[src/rtl/dmem_wbuf_if.sv]
// Core data-port and loader-port bundle for dmem_wbuf.
// No ready signals: MemWrite and ld_valid are accepted every cycle; a dropped core store is reported through wbuf_ovf.
interface dmem_wbuf_if #(
  parameter int AW   = 6,
  parameter int WBUF = 4
);
  localparam int CW = $clog2(WBUF) + 1;

  logic          MemWrite;
  logic [31:0]   ALUResult;
  logic [31:0]   WriteData;
  logic [31:0]   ReadData;
  logic          ld_valid;
  logic [AW-1:0] ld_addr;
  logic [31:0]   ld_data;
  logic          ovf_clr;
  logic [CW-1:0] wbuf_count;
  logic          wbuf_ovf;

  modport master (
    output MemWrite, ALUResult, WriteData, ld_valid, ld_addr, ld_data, ovf_clr,
    input  ReadData, wbuf_count, wbuf_ovf
  );

  modport slave (
    input  MemWrite, ALUResult, WriteData, ld_valid, ld_addr, ld_data, ovf_clr,
    output ReadData, wbuf_count, wbuf_ovf
  );
endinterface

[src/rtl/dmem_wbuf.sv]
// Word-addressed data memory with a loader-priority write port and an in-order posted write buffer.
// Define DMEM_WBUF_FWD_EN to forward the newest matching buffered store onto ReadData.
module dmem_wbuf #(
  parameter int DEPTH = 64,
  parameter int AW    = 6,
  parameter int WBUF  = 4
) (
  input  logic      clk,
  input  logic      reset,
  dmem_wbuf_if.slave bus
);
  localparam int PW = $clog2(WBUF);
  localparam int CW = PW + 1;

  logic [31:0]   mem_q      [DEPTH];
  logic [AW-1:0] buf_addr_q [WBUF];
  logic [31:0]   buf_data_q [WBUF];

  logic [PW-1:0] rd_ptr_q, rd_ptr_d;
  logic [PW-1:0] wr_ptr_q, wr_ptr_d;
  logic [CW-1:0] count_q, count_d;
  logic          ovf_q, ovf_d;

  logic [AW-1:0] core_idx;
  logic          empty, full, pop, push, drop;
  logic          mem_we;
  logic [AW-1:0] mem_waddr;
  logic [31:0]   mem_wdata;
  logic [31:0]   rd_data;
  logic          unused_addr_bits;

  assign unused_addr_bits = ^{bus.ALUResult[31:AW+2], bus.ALUResult[1:0]};

  always_comb begin
    core_idx  = bus.ALUResult[AW+1:2];
    empty     = (count_q == '0);
    full      = (count_q == CW'(WBUF));
    pop       = !bus.ld_valid && !empty;
    drop      = bus.MemWrite && bus.ld_valid && full;
    // Once anything is queued, later stores must queue behind it to keep program order.
    push      = bus.MemWrite && (bus.ld_valid || !empty) && !drop;
    mem_we    = 1'b0;
    mem_waddr = core_idx;
    mem_wdata = bus.WriteData;
    if (bus.ld_valid) begin
      mem_we    = 1'b1;
      mem_waddr = bus.ld_addr;
      mem_wdata = bus.ld_data;
    end else if (!empty) begin
      mem_we    = 1'b1;
      mem_waddr = buf_addr_q[rd_ptr_q];
      mem_wdata = buf_data_q[rd_ptr_q];
    end else if (bus.MemWrite) begin
      mem_we    = 1'b1;
    end
    rd_ptr_d = pop  ? rd_ptr_q + PW'(1) : rd_ptr_q;
    wr_ptr_d = push ? wr_ptr_q + PW'(1) : wr_ptr_q;
    count_d  = count_q + CW'(push) - CW'(pop);
    ovf_d    = drop ? 1'b1 : (bus.ovf_clr ? 1'b0 : ovf_q);
  end

  always_ff @(posedge clk or negedge reset) begin
    if (!reset) begin
      rd_ptr_q <= '0;
      wr_ptr_q <= '0;
      count_q  <= '0;
      ovf_q    <= 1'b0;
    end else begin
      rd_ptr_q <= rd_ptr_d;
      wr_ptr_q <= wr_ptr_d;
      count_q  <= count_d;
      ovf_q    <= ovf_d;
    end
  end

  // Storage arrays carry no reset; validity lives entirely in the pointers and count.
  always_ff @(posedge clk) begin
    if (mem_we) mem_q[mem_waddr] <= mem_wdata;
    if (push) begin
      buf_addr_q[wr_ptr_q] <= core_idx;
      buf_data_q[wr_ptr_q] <= bus.WriteData;
    end
  end

`ifdef DMEM_WBUF_FWD_EN
  logic [PW-1:0] slot;
  // Walk oldest to newest so the last hit is the youngest matching store.
  always_comb begin
    rd_data = mem_q[core_idx];
    slot    = '0;
    for (int i = 0; i < WBUF; i++) begin
      slot = rd_ptr_q + PW'(i);
      if ((CW'(i) < count_q) && (buf_addr_q[slot] == core_idx)) rd_data = buf_data_q[slot];
    end
  end
`else
  assign rd_data = mem_q[core_idx];
`endif

  assign bus.ReadData   = rd_data;
  assign bus.wbuf_count = count_q;
  assign bus.wbuf_ovf   = ovf_q;
endmodule

[src/flat_wrapper.sv]
// flat-port wrapper written by rule: the top's interface ports become plain ports
module dmem_wbuf_flat 
#(
  parameter int DEPTH = 64,
  parameter int AW    = 6,
  parameter int WBUF  = 4
)
  (clk, reset, bus_MemWrite, bus_ALUResult, bus_WriteData, bus_ld_valid, bus_ld_addr, bus_ld_data, bus_ovf_clr, bus_ReadData, bus_wbuf_count, bus_wbuf_ovf);
  dmem_wbuf_if #(.AW(AW), .WBUF(WBUF)) bus_i ();
  input  logic clk;
  input  logic reset;
  input wire logic [$bits(bus_i.MemWrite)-1:0] bus_MemWrite;
  input wire logic [$bits(bus_i.ALUResult)-1:0] bus_ALUResult;
  input wire logic [$bits(bus_i.WriteData)-1:0] bus_WriteData;
  input wire logic [$bits(bus_i.ld_valid)-1:0] bus_ld_valid;
  input wire logic [$bits(bus_i.ld_addr)-1:0] bus_ld_addr;
  input wire logic [$bits(bus_i.ld_data)-1:0] bus_ld_data;
  input wire logic [$bits(bus_i.ovf_clr)-1:0] bus_ovf_clr;
  output wire logic [$bits(bus_i.ReadData)-1:0] bus_ReadData;
  output wire logic [$bits(bus_i.wbuf_count)-1:0] bus_wbuf_count;
  output wire logic [$bits(bus_i.wbuf_ovf)-1:0] bus_wbuf_ovf;
  assign bus_i.MemWrite = bus_MemWrite;
  assign bus_i.ALUResult = bus_ALUResult;
  assign bus_i.WriteData = bus_WriteData;
  assign bus_i.ld_valid = bus_ld_valid;
  assign bus_i.ld_addr = bus_ld_addr;
  assign bus_i.ld_data = bus_ld_data;
  assign bus_i.ovf_clr = bus_ovf_clr;
  assign bus_ReadData = bus_i.ReadData;
  assign bus_wbuf_count = bus_i.wbuf_count;
  assign bus_wbuf_ovf = bus_i.wbuf_ovf;
  dmem_wbuf #(.DEPTH(DEPTH), .AW(AW), .WBUF(WBUF)) u_core (.clk(clk), .reset(reset), .bus(bus_i));
endmodule
[config.mk]
export PLATFORM = sky130hd
export DESIGN_NAME = dmem_wbuf_flat
export DESIGN_NICKNAME = d
export VERILOG_FILES = /design/src/rtl/dmem_wbuf_if.sv /design/src/rtl/dmem_wbuf.sv /design/src/flat_wrapper.sv
export SDC_FILE = /design/constraint.sdc
export NUM_CORES = 2
export LEC_CHECK = 0
export BUFFER_PORTS_ARGS = -buffer_cell sky130_fd_sc_hd__buf_2
export CAP_MARGIN = 40
export CORE_ASPECT_RATIO = 0.8
export CORE_UTILIZATION = 62
export CTS_CLUSTER_SIZE = 8
export DETAILED_ROUTE_END_ITERATION = 8
export MAX_ROUTING_LAYER = met4
export PLACE_DENSITY = 0.76
export SLEW_MARGIN = 20
export SYNTH_ARGS = -nofsm -noshare
export SYNTH_HDL_FRONTEND = slang
export SYNTH_SLANG_ARGS = --single-unit
[constraint.sdc]
create_clock -name clk -period 10 [get_ports clk]
set_input_delay 0.5 -clock clk [delete_from_list [all_inputs] [get_ports clk]]
set_output_delay 0.5 -clock clk [all_outputs]
set_load 0.05 [all_outputs]
==> results by group <==
Status
  • Status: complete, no violations

Pwr
  • Flop pwr share: 0.476
  • Clock Power Share: 0.379
  • PwrDens: 260 mW/mm^2
  • Int Power: 0.0187 W
  • Sw frac: 0.260
  • Total net switching power: 0.00658 W
  • Logic pwr share: 0.145
  • Max IR drop VDD: 0.000361 V
  • Static leakage: 30.9 nW

Layout
  • Layout cells sized above 1: 0.312
  • Nets@finish: 4,236
  • Fin cells: 5,931
  • P&R area growth vs syn: 15.7%

Detailed routing
  • DR iter-0 viols: 7,605
  • ANT nets after route: 0
  • DRC errors left: 0
  • WL final: 238,000 um
  • Via-to-Cell Ratio: 7.57
  • Via count: 44,900
  • DR pass1 iterations: 8
  • Wire per inst: 40.2 um

Yosys
  • Cell count after synthesis: 3,697
  • Most frequent cell after synthesis: edfxtp_1
  • Ys async rst share: 0.00362
  • EDFF count, synth: 2,200
  • Syn nets: 3,811
  • Area fraction of the dominant cell type after synthesis: 0.785
  • Synth top cells by count: edfxtp_1 (2,200), mux4_2 (554), clkbuf_1 (111)
  • Post-synth cell types: 46
  • Largest area contributor in the netlist: edfxtp_1
  • Sequential area share after synthesis: 0.787
  • Synthesis-stage register bit count: 2,208
  • Mapped Area: 0.0842 mm^2
  • Synthesized area per cell: 22.8 um^2
  • Yosys warnings: 0
  • Top FF cell, synth: edfxtp_1
  • Top post-synthesis cells by area: edfxtp_1 (78%), mux4_2 (15%), a22oi_1 (0.56%), o221ai_1 (0.56%), clkbuf_1 (0.49%)

Setup path
  • CP top delay family: buffers and inverters
  • Arrival @ worst endpoint: 4.49 ns
  • Crit-path max FO: 83
  • Number of cells on the critical path: 10
  • Setup Crit Path Kind: in2out
  • Max stage delay on crit path: 0.66 ns
  • Worst path required time: 9.50 ns
  • Slowest-stage cell, CP: buf_4
  • CP Launch Type: input port
  • Top cell by count, worst path: buf_4
  • Reg2Reg Depth: 6
  • Buf+Inv Stages, Crit Path: 5
  • Crit path cell chain: buf_8, buf_4, buf_4, buf_12, mux4_2, mux2i_1, a22oi_1, nand2_1, nor3_1, buf_2
  • CP endpoint kind: output port

Die
  • Initial core utilization: 0.627
  • Core area: 0.134 mm^2
  • IO Count: 143
  • Die span in y: 332 um
  • Die Wd: 414 um
  • Number of core rows: 120
  • Full die area: 0.137 mm^2

STA
  • Final Setup Violations: 0
  • Hold_ws: 0.0983 ns
  • RSZ-0062 raised after global routing: no
  • Worst Skew: 0.0350 ns
  • Worst-margin pin slew: 1.29 ns
  • Post-route clock period utilization: 0.499
  • Setup TNS: 0 ns
  • FMAX: 200 MHz
  • Final Max Tran Viols: 0
  • Final period demand of the worst path: 4.99 ns
  • Slew HR: 0.137
  • Final hold vios: 0

Clocking
  • CTS tree: built
  • Num CTS Buffers: 326
  • Worst-path clk slew: 0.05 ns
  • Clock Path Buffers: 4
  • # resized after CTS: 0
  • Clock Latency Late Sink: 0.90 ns
  • CTS root buf: clkbuf_16
  • H-tree Lvls: 5
  • Clock sinks: 2,208

Min path
  • Hold Path Cell Cnt: 4
  • Type of the worst min-delay path: in2reg

Job
  • # Max-Cap Violations: 0

Placed design
  • Cells after DPL: 5,517
  • HPWL after DPL: 117,000 um
  • Routability cong.: 0.847
  • Port buffer count: 116

Global route
  • Congestion Overflow GR: 0
  • Largest net degree at the start of global routing: 139
  • All-Layer GR Usage: 0.362
  • Vias in the first global route: 45,800
  • First-pass GRT wire length: 335,000 um
  • Initial antenna violation count: 9
-- power groups by stage --
| stage | Combinational [W] | Clock (W) | Sequential [W] |
|---|---|---|---|
| final | 0.00367 | 0.00960 | 0.0121 |
| after CTS | 0.00353 | 0.00960 | 0.0120 |
| after detailed placement | 0.00346 | 0 | 0.0122 |
| after floorplan | 0.00181 | 0 | 0.0122 |
| after global placement | 0.00312 | 0 | 0.0122 |
| after global routing | 0.00375 | 0.00996 | 0.0121 |
-- flip-flops by register name, summed over array words and instances (netlist names) --
register / cells
u_core.mem_q: 2048
u_core.buf_data_q: 128
u_core.buf_addr_q: 24
u_core.bus.wbuf_count: 3
u_core.rd_ptr_q: 2
u_core.wr_ptr_q: 2
u_core.bus.wbuf_ovf: 1
-- repair_timing --
item / in CTS / in global routing
hold endpoints to repair: 137 / 0
buffers inserted: 0 / 0
hold buffers: 36 / 0
-- tightest hold or removal path, cell delays in order --
cell     delay, ns
buf_2         0.14
nand2_1       0.06
nor2_1        0.10
xnor2_1       0.15
-- cell usage in the layout (no fill, tap or decap), types with 7 or more instances in the layout --
cell type      count
clkbuf_16        338
nor2_1            11
edfxtp_1        2200
or3_1              7
a211oi_1          27
o221ai_1          54
nor3_2            10
mux4_2           554
a22oi_1           63
nand2b_1           9
mux2i_1           18
nand3_1           68
clkbuf_1          17
inv_1              8
buf_8              8
nor3_1             7
dlygate4sd3_1     36
nor2b_1           31
nand4_1           58
buf_2            114
and3_1            28
buf_4            108
o22ai_1           60
inv_2             29
nor2_4            52
diode_2            8
a222oi_1          33
mux2_2             9
buf_12            36
nand2_1           78
buf_16             8
-- metrics by stage --
step | util | cell area, um^2 | setup slack [ns] | power, W
floorplan | - | 84200 | 4.20 | 0.0140
global placement | 0.652 | 87500 | 4.88 | 0.0153
detailed placement | 0.658 | 88300 | 4.85 | 0.0156
CTS | 0.724 | 97200 | 4.81 | 0.0252
global route | 0.726 | 97400 | 4.89 | 0.0258
finish | 0.726 | 97400 | 5.01 | 0.0253
-- worst paths after layout --
check | from | endpoint | slack, ns
worst max-delay path | bus_ALUResult[3] | bus_ReadData[16] | 5.01
worst min-delay path | bus_MemWrite | u_core.wr_ptr_q[0] | 0.1
worst max register to register | u_core.bus.wbuf_count[1] | u_core.mem_q[23][26] | 5.43
worst min register to register | u_core.wr_ptr_q[1] | u_core.wr_ptr_q[1] | 0.60
max in group asynchronous | reset | u_core.rd_ptr_q[0] | 9.08
min in group asynchronous | reset | u_core.wr_ptr_q[0] | 0.62
-- kinds of logic (layout without fill, tap and decap cells) --
logic type,Yosys count,count (layout),share of synthesized area
DFF,2208,2208,0.787
muxes,581,581,0.152
and+or+nand+nor,383,383,0.0233
buffers and inverters,257,714,0.0127
AOI/OAI and AO/OA,256,256,0.0238
adders and majority gates,7,7,0.00113
xor gates and xnor gates,5,5,0.000520
other,0,8,0
-- per-layer routing --
layer	vias up	global-route usage	share of wire
met2	4447	0.534	0.47
met5	-	-	0
met3	730	0.0863	0.14
met1	23100	0.482	0.34
met4	0	0.179	0.053
li1	16600	-	-
-- final cells by class --
type	instances	area, um^2
Antenna cell	8	20.0
Clock buffer	355	8520
Clock inverter	5	51.3
Fill cell	6972	36800
Inverter	41	154
Multi-Input combinational cell	1232	17400
Sequential cell	2208	66300
Tap cell	1769	2210
Timing Repair Buffer	313	2830
Note: power is estimated with default switching activity, not from simulation.
